===== config.mk =====
export PLATFORM = sky130hd
export DESIGN_NAME = command_word_sequencer
export DESIGN_NICKNAME = d
export VERILOG_FILES = /design/src/rtl/command_word_sequencer.sv
export SDC_FILE = /design/constraint.sdc
export NUM_CORES = 1
export LEC_CHECK = 0
export ABC_AREA = 1
export CORE_MARGIN = 4
export CORE_UTILIZATION = 30
export CTS_CLUSTER_DIAMETER = 50
export CTS_CLUSTER_SIZE = 40
export DETAILED_ROUTE_END_ITERATION = 10
export PLACE_DENSITY = 0.62
export SLEW_MARGIN = 30
export SYNTH_ARGS = -nofsm -noshare
export SYNTH_HDL_FRONTEND = slang
export SYNTH_SLANG_ARGS = --single-unit

===== constraint.sdc =====
create_clock -name clk -period 2.39 [get_ports clk]
set_input_delay 0.717 -clock clk [delete_from_list [all_inputs] [get_ports clk]]
set_output_delay 0.717 -clock clk [all_outputs]
set_load 0.02 [all_outputs]

===== src/rtl/command_word_sequencer.sv =====
`default_nettype none
// ============================================================================
//  Module      : command_word_sequencer
//  Description : Initialization/operation command-word sequencer for an
//                8259-style interrupt controller. Decodes byte writes
//                (a0 + data) into ICW1..ICW4 during the initialization
//                sequence and OCW1..OCW3 once initialized, and holds the
//                resulting configuration registers.
//  Revision    : 1.0  initial release
// ----------------------------------------------------------------------------
//  Ports
//    clk                  in   system clock, rising edge
//    reset                in   synchronous, active-high reset
//    i_wr_pulse           in   one-cycle write strobe (qualifies a0/din)
//    i_a0                 in   register address bit
//    i_din[7:0]           in   write data
//    o_state[2:0]         out  0 UNINIT,1 WAIT_ICW2,2 WAIT_ICW3,3 WAIT_ICW4,4 READY
//    o_init_done          out  high while in READY
//    o_icw1_wr/o_ocw1_wr/o_ocw2_wr/o_ocw3_wr  out  one-cycle accept strobes
//    o_sngl/o_ic4/o_ltim  out  ICW1 bits 1,0,3
//    o_vector_base[4:0]   out  ICW2[7:3]
//    o_icw3[7:0]          out  cascade configuration byte
//    o_upm/o_aeoi/o_ms/o_buf/o_sfnm  out  ICW4 bits 0..4
//    o_imr[7:0]           out  interrupt mask register
//    o_ocw2_data[7:0]     out  last accepted OCW2 byte
//    o_read_isr           out  read select (0 IRR, 1 ISR)
//    o_special_mask_mode  out  special mask mode enable
//    o_poll_cmd           out  one-cycle poll request
//    o_seq_error          out  one-cycle pulse on any ignored write
// ============================================================================
module command_word_sequencer (
  input  logic       clk,
  input  logic       reset,
  input  logic       i_wr_pulse,
  input  logic       i_a0,
  input  logic [7:0] i_din,
  output logic [2:0] o_state,
  output logic       o_init_done,
  output logic       o_icw1_wr,
  output logic       o_ocw1_wr,
  output logic       o_ocw2_wr,
  output logic       o_ocw3_wr,
  output logic       o_sngl,
  output logic       o_ic4,
  output logic       o_ltim,
  output logic [4:0] o_vector_base,
  output logic [7:0] o_icw3,
  output logic       o_upm,
  output logic       o_aeoi,
  output logic       o_ms,
  output logic       o_buf,
  output logic       o_sfnm,
  output logic [7:0] o_imr,
  output logic [7:0] o_ocw2_data,
  output logic       o_read_isr,
  output logic       o_special_mask_mode,
  output logic       o_poll_cmd,
  output logic       o_seq_error
);

  typedef enum logic [2:0] {
    S_UNINIT    = 3'd0,
    S_WAIT_ICW2 = 3'd1,
    S_WAIT_ICW3 = 3'd2,
    S_WAIT_ICW4 = 3'd3,
    S_READY     = 3'd4
  } state_t;

  localparam logic [7:0] c_IMR_RESET = 8'hFF;

  // registered state
  state_t     r_state;
  logic       r_init_done;
  logic       r_icw1_wr, r_ocw1_wr, r_ocw2_wr, r_ocw3_wr;
  logic       r_sngl, r_ic4, r_ltim;
  logic [4:0] r_vector_base;
  logic [7:0] r_icw3;
  logic       r_upm, r_aeoi, r_ms, r_buf, r_sfnm;
  logic [7:0] r_imr;
  logic [7:0] r_ocw2_data;
  logic       r_read_isr, r_smm;
  logic       r_poll_cmd, r_seq_error;

  // next-state values
  state_t     w_state_nxt;
  logic       w_icw1_wr, w_ocw1_wr, w_ocw2_wr, w_ocw3_wr;
  logic       w_sngl, w_ic4, w_ltim;
  logic [4:0] w_vector_base;
  logic [7:0] w_icw3;
  logic       w_upm, w_aeoi, w_ms, w_buf, w_sfnm;
  logic [7:0] w_imr;
  logic [7:0] w_ocw2_data;
  logic       w_read_isr, w_smm;
  logic       w_poll_cmd, w_seq_error;

  // ICW1 is recognised by data bit 4 on the even address, independent of state
  logic w_is_icw1;
  assign w_is_icw1 = i_wr_pulse && !i_a0 && i_din[4];

  always_comb begin
    w_state_nxt   = r_state;
    w_icw1_wr     = 1'b0;
    w_ocw1_wr     = 1'b0;
    w_ocw2_wr     = 1'b0;
    w_ocw3_wr     = 1'b0;
    w_poll_cmd    = 1'b0;
    w_seq_error   = 1'b0;
    w_sngl        = r_sngl;
    w_ic4         = r_ic4;
    w_ltim        = r_ltim;
    w_vector_base = r_vector_base;
    w_icw3        = r_icw3;
    w_upm         = r_upm;
    w_aeoi        = r_aeoi;
    w_ms          = r_ms;
    w_buf         = r_buf;
    w_sfnm        = r_sfnm;
    w_imr         = r_imr;
    w_ocw2_data   = r_ocw2_data;
    w_read_isr    = r_read_isr;
    w_smm         = r_smm;

    if (w_is_icw1) begin
      // restart: partial configuration from an earlier sequence is discarded
      w_state_nxt = S_WAIT_ICW2;
      w_icw1_wr   = 1'b1;
      w_sngl      = i_din[1];
      w_ic4       = i_din[0];
      w_ltim      = i_din[3];
      w_imr       = c_IMR_RESET;
      w_read_isr  = 1'b0;
      w_smm       = 1'b0;
      w_icw3      = 8'h00;
      w_upm       = 1'b0;
      w_aeoi      = 1'b0;
      w_ms        = 1'b0;
      w_buf       = 1'b0;
      w_sfnm      = 1'b0;
    end else begin
      case (r_state)
        S_UNINIT: begin
          w_seq_error = i_wr_pulse;
        end
        S_WAIT_ICW2: begin
          if (i_wr_pulse) begin
            if (i_a0) begin
              w_vector_base = i_din[7:3];
              if (!r_sngl)    w_state_nxt = S_WAIT_ICW3;
              else if (r_ic4) w_state_nxt = S_WAIT_ICW4;
              else            w_state_nxt = S_READY;
            end else begin
              w_seq_error = 1'b1;
            end
          end
        end
        S_WAIT_ICW3: begin
          if (i_wr_pulse) begin
            if (i_a0) begin
              w_icw3      = i_din;
              w_state_nxt = r_ic4 ? S_WAIT_ICW4 : S_READY;
            end else begin
              w_seq_error = 1'b1;
            end
          end
        end
        S_WAIT_ICW4: begin
          if (i_wr_pulse) begin
            if (i_a0) begin
              w_upm       = i_din[0];
              w_aeoi      = i_din[1];
              w_ms        = i_din[2];
              w_buf       = i_din[3];
              w_sfnm      = i_din[4];
              w_state_nxt = S_READY;
            end else begin
              w_seq_error = 1'b1;
            end
          end
        end
        S_READY: begin
          if (i_wr_pulse) begin
            if (i_a0) begin
              w_imr     = i_din;
              w_ocw1_wr = 1'b1;
            end else if (!i_din[3]) begin
              // din[4] is known low here, so din[3]=0 selects OCW2
              w_ocw2_data = i_din;
              w_ocw2_wr   = 1'b1;
            end else begin
              w_ocw3_wr = 1'b1;
              if (i_din[1]) w_read_isr = i_din[0];
              if (i_din[6]) w_smm      = i_din[5];
              w_poll_cmd = i_din[2];
            end
          end
        end
        default: begin
          // unreachable encodings recover to UNINIT; the write is dropped
          w_state_nxt = S_UNINIT;
        end
      endcase
    end
  end

  always_ff @(posedge clk) begin
    if (reset) begin
      r_state       <= S_UNINIT;
      r_init_done   <= 1'b0;
      r_icw1_wr     <= 1'b0;
      r_ocw1_wr     <= 1'b0;
      r_ocw2_wr     <= 1'b0;
      r_ocw3_wr     <= 1'b0;
      r_poll_cmd    <= 1'b0;
      r_seq_error   <= 1'b0;
      r_sngl        <= 1'b0;
      r_ic4         <= 1'b0;
      r_ltim        <= 1'b0;
      r_vector_base <= 5'd0;
      r_icw3        <= 8'h00;
      r_upm         <= 1'b0;
      r_aeoi        <= 1'b0;
      r_ms          <= 1'b0;
      r_buf         <= 1'b0;
      r_sfnm        <= 1'b0;
      r_imr         <= c_IMR_RESET;
      r_ocw2_data   <= 8'h00;
      r_read_isr    <= 1'b0;
      r_smm         <= 1'b0;
    end else begin
      r_state       <= w_state_nxt;
      r_init_done   <= (w_state_nxt == S_READY);
      r_icw1_wr     <= w_icw1_wr;
      r_ocw1_wr     <= w_ocw1_wr;
      r_ocw2_wr     <= w_ocw2_wr;
      r_ocw3_wr     <= w_ocw3_wr;
      r_poll_cmd    <= w_poll_cmd;
      r_seq_error   <= w_seq_error;
      r_sngl        <= w_sngl;
      r_ic4         <= w_ic4;
      r_ltim        <= w_ltim;
      r_vector_base <= w_vector_base;
      r_icw3        <= w_icw3;
      r_upm         <= w_upm;
      r_aeoi        <= w_aeoi;
      r_ms          <= w_ms;
      r_buf         <= w_buf;
      r_sfnm        <= w_sfnm;
      r_imr         <= w_imr;
      r_ocw2_data   <= w_ocw2_data;
      r_read_isr    <= w_read_isr;
      r_smm         <= w_smm;
    end
  end

  assign o_state             = r_state;
  assign o_init_done         = r_init_done;
  assign o_icw1_wr           = r_icw1_wr;
  assign o_ocw1_wr           = r_ocw1_wr;
  assign o_ocw2_wr           = r_ocw2_wr;
  assign o_ocw3_wr           = r_ocw3_wr;
  assign o_sngl              = r_sngl;
  assign o_ic4               = r_ic4;
  assign o_ltim              = r_ltim;
  assign o_vector_base       = r_vector_base;
  assign o_icw3              = r_icw3;
  assign o_upm               = r_upm;
  assign o_aeoi              = r_aeoi;
  assign o_ms                = r_ms;
  assign o_buf               = r_buf;
  assign o_sfnm              = r_sfnm;
  assign o_imr               = r_imr;
  assign o_ocw2_data         = r_ocw2_data;
  assign o_read_isr          = r_read_isr;
  assign o_special_mask_mode = r_smm;
  assign o_poll_cmd          = r_poll_cmd;
  assign o_seq_error         = r_seq_error;

endmodule
`default_nettype wire


==> metrics.md <==
| Metric | Value |
|---|---|
| Avg WL per Cell | 12.98 µm |
| Clock Path Buffers | 2 |
| Switch Pwr | 0.3281 mW |
| DRC viols | 0 |
| PortBufs | 59 |
| Placed Cells | 354 |
| CTS tree | done |
| CTS H-Tree Depth | 2 |
| Nets | 298 |
| Synth Register Bits | 48 |
| Place WS | 0.1211 ns |
| Post-cts resize count | 0 |
| Crit Reg-Reg Startpoint | o_state[2]$_SDFF_PP0_ |
| Total CTS buffers | 5 |
| Sw Share | 23.35% |
| Flop pwr share | 57.5% |
| Initial core utilization | 30.75% |
| Hold Crit Depth | 2 |
| Cells after Synth | 224 |
| Die W | 85.90 µm |
| Pwr dens | 547.3 nW/µm² |
| Overall routing resource usage | 13.56% |
| CP Depth | 1 |
| RePlAce Congestion | 0.8301 |
| Yosys warnings | 0 |
| Cell Area, Synth | 1820 µm² |
| Arrival time at the worst endpoint | 1.49 ns |
| Ys async rst share | 0% |
| LEAKAGE | 1.037 nW |
| Hold path startpoint | o_ocw2_data[4]$_SDFFE_PP0P_ |
| Commonest non-fill, non-tap cells in the layout | 59 x clkdlybuf4s50_1, 48 x dfxtp_1, 33 x nor2_1 |
| Vias | 1626 |
| Number of enable flip-flop cells after synthesis | 0 |
| Vias in the first global route | 1604 |
| Pint | 1.077 mW |
| Clock Skew | 0.01140 ns |
| Vias per cell | 4.492 |
| Fin cells | 362 |
| Worst-path maximum fanout | 7 |
| DIE AREA | 7379 µm² |
| Register-to-Register Path Depth | 6 |
| Distinct cells, synth | 24 |
| Num rows | 28 |
| Worst Path Class, Setup | flop to output pin |
| Flop2flop setup slack | 0.93 ns |
| Share of cells above drive strength 1 | 9.059% |
| Top FF cell, synth | dfxtp_1 |
| Fill count | 596 |
| Register area share after synthesis | 52.78% |
| Fin. max-slew vios | 0 |
| Max Cap Viol | 0 |
| Hold crit path type | flop to flop |
| Syn_area_per_cell | 8.127 µm² |
| Worst Setup End Kind | output pin |
| Status | completed |
| Area grow syn2layout | 41.03% |
| N_diodes | 0 |
| RSZ-0062 raised after global routing | false |
| CP bufs+invs | 1 |
| Max Freq | 0.4538 GHz |
| Critical path required time | 1.67 ns |
| Post-cts hold buffer count | 0 |
| Post-Route WL | 4.697 mm |
| DR iter-0 viols | 106 |
| Min setup slack post-route | 0.1864 ns |
| CP peak stage delay | 0.67 ns |
| Critical-path cell list | clkdlybuf4s50_1 |
| Worst-path clk slew | 0.09 ns |
| Initial antenna violation count | 0 |
| VDD IR-drop max | 0.0002104 V |
| Post-CTS Setup Bufs | 0 |
| Core Area | 5921 µm² |
| Reg2reg end | o_icw3[7]$_SDFFE_PP0P_ |
| Worst skew pair latency | 0.30 ns |
| First-pass GRT wire length | 7.941 mm |
| Minimum clock period | 2.204 ns |
| Setup crit start kind | flop |
| Clock Root Buffer | clkbuf_8 |
| Congestion Overflow GR | 0 |
| TritonRoute pass-1 iters | 4 |
| Clock power share | 35.5% |
| Synth Net Count | 236 |
| Area of the multi-input gates | 711.9 µm² |
| Final setup violation count | 0 |
| Fin. Hold Viols | 0 |
| Pin count of the biggest net entering global routing | 20 |
| Ports | 61 |
| CP max-delay cell | clkdlybuf4s50_1 |
| Sinks on Clock Net | 48 |
| Logic pwr share | 7.0% |
| Fin Hold WS | 0.4462 ns |
| Cell family with most CP delay | buffers and inverters |
| Final TNS setup | 0 ns |
| Most common cell after layout, fill and taps aside | clkdlybuf4s50_1 |
| Register cell area after layout | 960.9 µm² |
| Antenna-violating nets left | 0 |
| Hold path endpoint | o_ocw2_data[4]$_SDFFE_PP0P_ |
| Tcrit/Tclk final | 92.20% |
| Post-detailed-placement half-perimeter wirelength | 3.447 mm |
| Die height | 85.90 µm |
[power by group through the flow]
| stage | Combinational, mW | Sequential (mW) | Clock (mW) |
|---|---|---|---|
| 6_report | 0.0984 | 0.808 | 0.498 |
| 5_1_grt | 0.108 | 0.809 | 0.546 |
| 4_1_cts | 0.0989 | 0.809 | 0.517 |
| 3_5_place_dp | 0.0988 | 0.827 | 0 |
| 3_3_place_gp | 0.0990 | 0.827 | 0 |
| 2_1_floorplan | 0.0437 | 0.833 | 0 |
[cells by family after synthesis]
kind of cell / share of synthesized area (%)
compound gates: 16.22
flops: 52.78
buf+inv: 8.109
other cells: 0.2060
simple gates: 22.68
[state kept, by name (all words and copies together), names as in the netlist, 3 cells and up]
register / count
o_imr: 8
o_ocw2_data: 7
o_vector_base: 5
o_state: 3
o_icw3: 8
[synthesized netlist by cell type (3+ instances only)]
| master | instances | share of area, % |
|---|---|---|
| inv_1 | 22 | 4.5 |
| nand2_1 | 26 | 5.4 |
| nand3_1 | 11 | 3.0 |
| a21oi_1 | 21 | 5.8 |
| inv_2 | 5 | 1.0 |
| o21ai_0 | 31 | 8.5 |
| nor2_1 | 33 | 6.8 |
| dfxtp_1 | 48 | 53 |
| nand2_2 | 3 | 1.0 |
| nor2_4 | 4 | 2.5 |
[through the flow]
stage | utilization [%] | instance area [µm²] | total power, mW
finish | 43.36 | 2567 | 1.405
CTS | 43.36 | 2567 | 1.425
detailed placement | 41.78 | 2474 | 0.9262
floorplan | - | 1821 | 0.8770
global route | 43.36 | 2567 | 1.463
global placement | 41.78 | 2474 | 0.9264
[cell type report]
type | instances | area share (%)
inverters | 27 | 3.947
multi-input cells | 143 | 27.73
clock inverters | 1 | 0.2924
repair buffers | 61 | 23.59
well taps | 75 | 3.655
flip-flops and latches | 48 | 37.43
clock buffers | 7 | 3.363
[per-layer routing]
| layer | global-route usage [%] | up-vias | wire length [µm] |
|---|---|---|---|
| li1 | - | 847 | - |
| met3 | 3.842 | 4 | 283 |
| met4 | 3.885 | 0 | 42 |
| met5 | 0 | - | 0 |
| met2 | 20.25 | 44 | 2067 |
| met1 | 19.02 | 731 | 2304 |
[worst max-delay path by stage]
stage / startpoint / slack (ns) / to
detailed placement: i_wr_pulse / 0.12 / o_vector_base[3]$_SDFFE_PP0P_
floorplan: i_a0 / 0.84 / o_ltim$_SDFFE_PP0P_
CTS: o_state[2]$_SDFF_PP0_ / 0.16 / o_state[2]
global placement: i_wr_pulse / 0.13 / o_vector_base[3]$_SDFFE_PP0P_
global route: o_state[2]$_SDFF_PP0_ / 0.12 / o_state[2]
finish: o_state[2]$_SDFF_PP0_ / 0.19 / o_state[2]
[worst reg2reg max path, cell delays in order, from the launching register on]
cell	delay, ns
dfxtp_1	0.41
inv_2	0.14
nand3_1	0.19
nor2_4	0.32
inv_1	0.12
nor2_1	0.12
nor2_1	0.06
No activity file was read; power rests on OpenSTA's default activity.
